--- src/rtl/calc_pkg.sv ---
// calc_pkg: types and constants shared by the keypad front end and the
// number-input FSM. Holds the keypad FSM state set, the 4-bit key code type,
// the non-digit key codes and a row-priority helper.
package calc_pkg;

    typedef logic [3:0] key_code_t;

    typedef enum logic [2:0] {
        SCAN,
        PRESS_DB,
        EMIT,
        HELD,
        RELEASE_DB
    } kp_state_t;

    localparam key_code_t KEY_A    = 4'hA;
    localparam key_code_t KEY_B    = 4'hB;
    localparam key_code_t KEY_C    = 4'hC;
    localparam key_code_t KEY_D    = 4'hD;
    localparam key_code_t KEY_STAR = 4'hE;
    localparam key_code_t KEY_HASH = 4'hF;

    // Index of the lowest active-low row; row 0 wins when several are low.
    function automatic logic [1:0] lowest_low_row(input logic [3:0] rows_n);
        logic [1:0] idx;
        idx = 2'd3;
        if (!rows_n[2]) idx = 2'd2;
        if (!rows_n[1]) idx = 2'd1;
        if (!rows_n[0]) idx = 2'd0;
        return idx;
    endfunction

endpackage

--- src/rtl/keypad_decoder.sv ---
// keypad_decoder: combinational (row, col) -> key code lookup for the 4x4
// calculator keypad. Digits encode as their value, letters as 0xA-0xD,
// '*' as 0xE and '#' as 0xF.
module keypad_decoder
    import calc_pkg::*;
(
    input  logic [1:0] i_row,
    input  logic [1:0] i_col,
    output key_code_t  o_code
);

    // Physical key layout to code translation.
    always_comb begin
        o_code = 4'h0;
        case ({i_row, i_col})
            4'b00_00: o_code = 4'h1;
            4'b00_01: o_code = 4'h2;
            4'b00_10: o_code = 4'h3;
            4'b00_11: o_code = KEY_A;
            4'b01_00: o_code = 4'h4;
            4'b01_01: o_code = 4'h5;
            4'b01_10: o_code = 4'h6;
            4'b01_11: o_code = KEY_B;
            4'b10_00: o_code = 4'h7;
            4'b10_01: o_code = 4'h8;
            4'b10_10: o_code = 4'h9;
            4'b10_11: o_code = KEY_C;
            4'b11_00: o_code = KEY_STAR;
            4'b11_01: o_code = 4'h0;
            4'b11_10: o_code = KEY_HASH;
            default:  o_code = KEY_D;
        endcase
    end

endmodule

--- src/rtl/keypad_scanner.sv ---
// keypad_scanner: column scanner, row synchronizer/debouncer and key encoder
// for the 4x4 calculator keypad. Emits one key code per debounced press over
// a valid/ready handshake and pulses key_overrun when a press is dropped
// because the previous code has not been consumed.
// Optional feature: define KEYPAD_AUTOREPEAT_EN to re-emit a held key every
// REPEAT_CYCLES cycles.
module keypad_scanner
    import calc_pkg::*;
#(
    parameter int unsigned SCAN_DIV        = 1000,
    parameter int unsigned DEBOUNCE_CYCLES = 200000,
    parameter int unsigned REPEAT_CYCLES   = 25000000
) (
    input  logic       clk,
    input  logic       reset,
    input  logic [3:0] rows,
    output logic [3:0] cols,
    output key_code_t  key_code,
    output logic       key_valid,
    input  logic       key_ready,
    output logic       key_overrun
);

    localparam int unsigned SCAN_W = $clog2(SCAN_DIV);
    localparam int unsigned DB_W   = $clog2(DEBOUNCE_CYCLES);
    localparam logic [SCAN_W-1:0] SCAN_LAST = SCAN_W'(SCAN_DIV - 1);
    localparam logic [DB_W-1:0]   DB_LAST   = DB_W'(DEBOUNCE_CYCLES - 1);

    logic [3:0]        r_rows_meta;
    logic [3:0]        r_rows_s;
    kp_state_t         r_state;
    logic [1:0]        r_col;
    logic [1:0]        r_row;
    logic [SCAN_W-1:0] r_scan_cnt;
    logic [DB_W-1:0]   r_db_cnt;
    key_code_t         r_key_code;
    logic              r_key_valid;
    logic              r_overrun;

    key_code_t         w_code;
    logic              w_row_low;
    logic              w_any_low;
    logic [1:0]        w_first_row;
    logic              w_repeat;
    logic              w_emit;

    assign w_row_low   = ~r_rows_s[r_row];
    assign w_any_low   = ~&r_rows_s;
    assign w_first_row = lowest_low_row(r_rows_s);

`ifdef KEYPAD_AUTOREPEAT_EN
    localparam int unsigned REP_W = (REPEAT_CYCLES > 1) ? $clog2(REPEAT_CYCLES) : 1;
    localparam logic [REP_W-1:0] REP_LAST = REP_W'(REPEAT_CYCLES - 1);
    logic [REP_W-1:0] r_rep_cnt;
    assign w_repeat = (r_state == HELD) && w_row_low && (r_rep_cnt == REP_LAST);
`else
    assign w_repeat = 1'b0;
`endif

    // An emit happens on the single EMIT cycle or on an auto-repeat tick.
    assign w_emit = (r_state == EMIT) || w_repeat;

    assign cols        = ~(4'b0001 << r_col);
    assign key_code    = r_key_code;
    assign key_valid   = r_key_valid;
    assign key_overrun = r_overrun;

    keypad_decoder u_decoder (
        .i_row  (r_row),
        .i_col  (r_col),
        .o_code (w_code)
    );

    // Two-flop synchronizer for the asynchronous row returns.
    always_ff @(posedge clk or negedge reset) begin
        if (!reset) begin
            r_rows_meta <= 4'hF;
            r_rows_s    <= 4'hF;
        end else begin
            r_rows_meta <= rows;
            r_rows_s    <= r_rows_meta;
        end
    end

    // Scan/debounce FSM together with the output handshake registers.
    always_ff @(posedge clk or negedge reset) begin
        if (!reset) begin
            r_state     <= SCAN;
            r_col       <= 2'd0;
            r_row       <= 2'd0;
            r_scan_cnt  <= '0;
            r_db_cnt    <= '0;
            r_key_code  <= 4'h0;
            r_key_valid <= 1'b0;
            r_overrun   <= 1'b0;
`ifdef KEYPAD_AUTOREPEAT_EN
            r_rep_cnt   <= '0;
`endif
        end else begin
            // A consumer handshake in the same cycle frees the slot for the new key.
            r_overrun <= 1'b0;
            if (w_emit) begin
                if (r_key_valid && !key_ready) begin
                    r_overrun <= 1'b1;
                end else begin
                    r_key_code  <= w_code;
                    r_key_valid <= 1'b1;
                end
            end else if (r_key_valid && key_ready) begin
                r_key_valid <= 1'b0;
            end

            case (r_state)
                SCAN: begin
                    if (r_scan_cnt == SCAN_LAST) begin
                        r_scan_cnt <= '0;
                        if (w_any_low) begin
                            r_row    <= w_first_row;
                            r_db_cnt <= '0;
                            r_state  <= PRESS_DB;
                        end else begin
                            r_col <= r_col + 2'd1;
                        end
                    end else begin
                        r_scan_cnt <= r_scan_cnt + 1'b1;
                    end
                end
                PRESS_DB: begin
                    if (!w_row_low) begin
                        r_col   <= r_col + 2'd1;
                        r_state <= SCAN;
                    end else if (r_db_cnt == DB_LAST) begin
                        r_state <= EMIT;
                    end else begin
                        r_db_cnt <= r_db_cnt + 1'b1;
                    end
                end
                EMIT: begin
                    r_state <= HELD;
`ifdef KEYPAD_AUTOREPEAT_EN
                    r_rep_cnt <= '0;
`endif
                end
                HELD: begin
                    if (!w_row_low) begin
                        r_db_cnt <= '0;
                        r_state  <= RELEASE_DB;
                    end
`ifdef KEYPAD_AUTOREPEAT_EN
                    else if (r_rep_cnt == REP_LAST) begin
                        r_rep_cnt <= '0;
                    end else begin
                        r_rep_cnt <= r_rep_cnt + 1'b1;
                    end
`endif
                end
                RELEASE_DB: begin
                    if (w_row_low) begin
                        r_state <= HELD;
`ifdef KEYPAD_AUTOREPEAT_EN
                        r_rep_cnt <= '0;
`endif
                    end else if (r_db_cnt == DB_LAST) begin
                        r_col   <= r_col + 2'd1;
                        r_state <= SCAN;
                    end else begin
                        r_db_cnt <= r_db_cnt + 1'b1;
                    end
                end
                default: r_state <= SCAN;
            endcase
        end
    end

endmodule

--- config.mk ---
export PLATFORM = sky130hd
export DESIGN_NAME = keypad_scanner
export DESIGN_NICKNAME = d
export VERILOG_FILES = /design/src/rtl/calc_pkg.sv /design/src/rtl/keypad_decoder.sv /design/src/rtl/keypad_scanner.sv
export SDC_FILE = /design/constraint.sdc
export NUM_CORES = 1
export LEC_CHECK = 0
export CORE_MARGIN = 4
export CORE_UTILIZATION = 45
export DETAILED_ROUTE_END_ITERATION = 10
export PLACE_DENSITY = 0.75
export SLEW_MARGIN = 5
export SYNTH_ARGS = -nofsm -noshare
export SYNTH_HDL_FRONTEND = slang
export SYNTH_SLANG_ARGS = --single-unit
--- constraint.sdc ---
create_clock -name clk -period 3.4 [get_ports clk]
set_clock_uncertainty 0.1 [all_clocks]
set_input_delay 0.68 -clock clk [delete_from_list [all_inputs] [get_ports clk]]
set_output_delay 0.68 -clock clk [all_outputs]
set_load 0.02 [all_outputs]
==> metrics.txt, run 1 <==
layout cells sized above 1=approximately a tenth; maxcap violations=0; Final period util=between 70% and 80%; Worst R2R Path Depth=4; Setup Viol. Count Final=0; asr flop ratio synth=100%; die area=around 7300 sq um; Rel. slew slack=between 20 and 30%; Max clock buf depth=2; PD cells=326 nW/um^2; min Tclk post-route=2.61 ns; worst skew pair latency=0.31 ns; gpl congestion=0.825; Initial Util=47.7%; Inserted Diodes=0; vias in the first global route=~2,000; Post-Synth Simple-Gate Area=~25%; Area contributors post-synth=dfrtp_1 38%, dfstp_2 7.8%, nand2_1 5.0%; IO Count=17; chip width=85.4 um; CTS tree=built; Synth Area in Compound Gates=15.3%; yosys warns=0; # hold bufs at CTS=0; LEAKAGE=1.19 nW; port bufs=16; Final Slew Violations=0; flop-to-flop setup slack=0.85 ns; HP Start=r_rows_meta[3]; Clock Root Buffer=clkbuf_8; Post-Synth XOR/XNOR Area=under 10%; RSZ-0062 raised after global routing=false; pin count of the biggest net entering global routing=50; crit-path max FO=6; final WL=5.38 mm; critical path class=reg2out; Post-CTS Resized=0; die height=85.4 um; Syn Inst Count=281; Post-synth EDFFs=0; # rows=27; required time of the critical path=2.62 ns; crit end category=output pin; mux cell area share after synthesis=4.51%; Distinct cells, synth=56; Syn Nets=296; first-pass GRT wire length=9.45 mm; # clock sinks=49; via count=~2,200; Final Hold Fails=0; DRT Pass-1 Iters=4; Post-route DRC=0; Total Nets Final=309; per-cell routed wire length=around 15 um; fmax=0.384 GHz; worst hold slack=0.259 ns; area grow syn2layout=10.5%; global route overflow=0; Hold WC Path Type=reg2reg; VDD IR-drop max=154 uV; Worst Setup Start Kind=register; main combinational cell family by area after synthesis=simple AND/OR/NAND/NOR gates; most instantiated cells after synthesis=41 x dfrtp_1, 36 x nand2_1, 19 x nor2_1; average size of a mapped cell=~9.6 sq um; most numerous cell in the Yosys netlist=dfrtp_1; Seq/Total Area, Yosys=45.9%; Num CTS Buffers=5; CP startpoint=r_col[0]; TNS Setup=0 ns; Most used DFF post-synth=dfrtp_1; via/cell ratio=5.86; Fillers=510; clk slew on worst S/H paths=0.09 ns; H-Tree Depth=2; # Post-CTS Setup Buffers=0; post-synth top area cell=dfrtp_1; aggregate global-route resource usage=15.8%; Syn Std Cell Area=between 2000 and 3000 sq um; Yosys reg bits=49; HPWL Detailed=3.73 mm; FF-to-FF Start=r_row[0]; core area=5640 sq um; initial antenna violation count=0; critical path arrival=1.83 ns; post-synth top area share=38.1%; status=finished clean; Starting DRT DRC Count=154; adder-cell share of the synthesized area=3.72%; hold path depth=0; pin slew with the least headroom to its limit=1.07 ns; Antenna Nets Post-Route=0
==> report_power, final <==
group | internal [W] | switching, W | total (W)
clock | 0.000146 | 0.000203 | 0.000349
sequential | 0.000591 | 0.00000318 | 0.000594
combinational | 0.00000902 | 0.0000160 | 0.0000250
==> per-layer routing <==
layer  routed length (um)  vias up  track usage (%)  share of wire, %
li1                     -     1054                -                 -
met1                 2600     1049             22.5                48
met2                 2460       39             24.3                46
met3                  217        9             2.72               4.0
met4                   99        0             5.76               1.8
met5                    0        -                0                 0
==> logic make-up after synthesis <==
logic type                 Yosys count
muxes                                9
and+or+nand+nor                    128
xor gates and xnor gates             7
DFF                                 49
AOI/OAI and AO/OA                   59
adders and majority gates            8
buffers and inverters               21
==> cell usage in the layout, fill, tap and decap left out, types with 2 or more instances in the layout <==
cell,instances
a21oi_1,11
a221o_1,4
a31oi_1,9
and3_1,3
clkbuf_8,5
clkdlybuf4s50_1,15
dfrtp_1,41
dfstp_2,8
ha_1,8
inv_1,10
mux2_2,2
mux2i_1,5
nand2_1,36
nand2b_1,7
nand3_1,17
nand4_1,4
nor2_1,19
nor2b_1,3
nor3_1,12
nor3_2,2
nor3b_1,3
nor4_1,6
o211ai_1,5
o21a_1,2
o21ai_0,13
o32ai_1,2
or2_2,2
or3_1,3
or4_1,3
xnor2_1,5
xor2_1,2
==> critical path, stage by stage (launching register included) <==
cell and delay [ns]:
dfrtp_1 0.47, inv_1 0.14, ha_1 0.22, inv_1 0.08
clkdlybuf4s50_1 0.60
==> registers in the layout (all words and copies together) (netlist names) <==
name	count
r_rows_s	4
r_row	2
r_db_cnt	18
r_col	2
r_scan_cnt	10
key_overrun	1
key_code	4
key_valid	1
r_rows_meta	4
r_state	3
==> area by class of cell <==
class | instances | area [sq um] | share of cell area [%]
Timing Repair Buffer | 17 | 163 | 5.47
Inverter | 10 | 37.5 | 1.26
Clock inverter | 3 | 21.3 | 0.715
Multi-Input combinational cell | 211 | 1360 | 45.7
Clock buffer | 5 | 68.8 | 2.31
Tap cell | 72 | 90.1 | 3.03
Sequential cell | 49 | 1240 | 41.5
==> path summary, 6_finish.rpt <==
check	end
min in group asynchronous	key_code[3]
max in group asynchronous	r_db_cnt[2]
hold reg to reg	r_rows_s[3]
hold / removal	r_rows_s[3]
setup / recovery	cols[0]
setup reg to reg	r_db_cnt[8]
==> metrics by stage <==
step                total power, W  utilization [%]  area (sq um)  cells  setup WS (ns)
global placement          0.000631             51.1          2890    359          0.984
global route               0.00101             52.7          2980    367          0.724
floorplan                 0.000613                -          2690    281           1.25
detailed placement        0.000632             51.1          2890    359          0.912
finish                    0.000969             52.7          2980    367          0.794
CTS                       0.000980             52.7          2980    367          0.779
No activity file was read; power rests on OpenSTA's default activity.
==> run 2: changes to the inputs <==
Clock period 3.4 ns to 2.55 ns, I/O delays scaled along.
==> metrics.txt, run 2 (synthesis results as in run 1) <==
IO Count=17; Final Hold Fails=0; LEAKAGE=1.28 nW; Hold WC Path Type=in2async; gpl congestion=a little over 0.9; status=finished clean; pin slew with the least headroom to its limit=0.651 ns; RSZ-0062 raised after global routing=false; Post-route DRC=0; H-Tree Depth=2; register with the most flip-flops=r_db_cnt; Initial Util=47.7%; Setup Viol. Count Final=0; crit path max-delay cell type=clkdlybuf4s50_1; min Tclk post-route=2.40 ns; CP cell instances=inv_1 > ha_1 > inv_1 > clkdlybuf4s50_1; first-pass GRT wire length=9.71 mm; # clock sinks=49; critical path arrival=around 1.8 ns; CP max stage delay=roughly 0.60 ns; PD cells=478 nW/um^2; global route overflow=0; crit-path max FO=6; Largest register FFs=18; final WL=~5.5 mm; overall power=around 0.0015 W; die height=85.4 um; pin count of the biggest net entering global routing=32; Starting DRT DRC Count=159; DRT Pass-1 Iters=5; initial antenna violation count=0; required time of the critical path=1.94 ns; most frequent cells in the layout=41 x dfrtp_1, 36 x nand2_1, 19 x nor2_1; Post-Layout Inst Area=~3100 sq um; CTS tree=built; port bufs=16; Total Nets Final=318; per-cell routed wire length=14.7 um; aggregate global-route resource usage=about 17%; area grow syn2layout=15.0%; core area=roughly 5600 sq um; critical path's most frequent cell=inv_1; worst skew pair latency=0.31 ns; Num CTS Buffers=5; TNS Setup=0 ns; Final period util=94.3%; maxcap violations=0; Worst Setup Start Kind=register; via count=2,211; Antenna Nets Post-Route=0; VDD IR-drop max=about 220 uV; Fillers=491; via/cell ratio=5.88; Max clock buf depth=2; Clock Root Buffer=clkbuf_8; layout cells sized above 1=13.2%; biggest regs=r_db_cnt (18), r_scan_cnt (10); Rel. slew slack=56.6%; chip width=between 80 and 90 um; # rows=27; crit end category=output pin; clk slew on worst S/H paths=around 0.10 ns; die area=7290 sq um; placed cell areas=2950 sq um; Core Util, Final=between 50% and 60%; # hold bufs at CTS=0; commonest non-fill, non-tap cell in the layout=dfrtp_1; Inserted Diodes=0; # Post-CTS Setup Buffers=0; Post-CTS Resized=0; HPWL Detailed=3.99 mm; vias in the first global route=2,087; fmax=0.416 GHz; Final Slew Violations=0; critical path class=reg2out
==> run 2: worst max-delay path, delay by kind of cell, from the launching register on <==
| family | cells | cell delay [ns] |
|---|---|---|
| flip-flops | 1 | 0.46 |
| adder cells (fa/ha/maj) | 1 | 0.21 |
| buffers and inverters | 3 | 0.81 |
==> run 2: path summary, 6_finish.rpt <==
kind / end / slack (ns) / cells after the start / from
setup / recovery: cols[0] / 0.15 / 4 / r_col[0]
hold / removal: key_code[1] / 0.11 / 1 / reset
setup reg to reg: r_db_cnt[5] / 0.25 / 4 / r_row[0]
hold reg to reg: r_rows_s[3] / 0.26 / 0 / r_rows_meta[3]
max in group asynchronous: r_db_cnt[7] / 1.57 / 2 / reset
min in group clk: r_rows_s[3] / 0.26 / 0 / r_rows_meta[3]
==> run 2: cell type report <==
| type | instances | area, sq um | area share, % |
|---|---|---|---|
| multi-input cells | 211 | 1370 | 44.2 |
| flip-flops and latches | 49 | 1240 | 39.9 |
| repair buffers | 26 | 230 | 7.43 |
| well taps | 72 | 90.1 | 2.91 |
| clock buffers | 5 | 68.8 | 2.22 |
| clock inverters | 3 | 65.1 | 2.10 |
| inverters | 10 | 37.5 | 1.21 |
==> run 2: power breakdown <==
group / internal, W / switching (W)
Sequential: 0.000788 / 0.00000351
Clock: 0.000390 / 0.000265
Combinational: 0.0000140 / 0.0000222
==> run 2: metal layers <==
metal / vias to the layer above / global-route usage, % / wire [um]
met3: 8 / 4.47 / 447
met2: 91 / 25.5 / 2530
met5: - / 0 / 0
met1: 1041 / 22.4 / 2450
li1: 1071 / - / -
met4: 0 / 6.04 / 95
==> run 2: per-stage QoR <==
stage          hold slack [ns]  cells  setup slack [ns]
2_1_floorplan            0.114    281             0.397
3_3_place_gp             0.245    368             0.304
3_5_place_dp             0.248    368             0.211
4_1_cts                  0.139    376             0.127
5_1_grt                  0.180    376            0.0727
6_report                 0.109    376             0.146
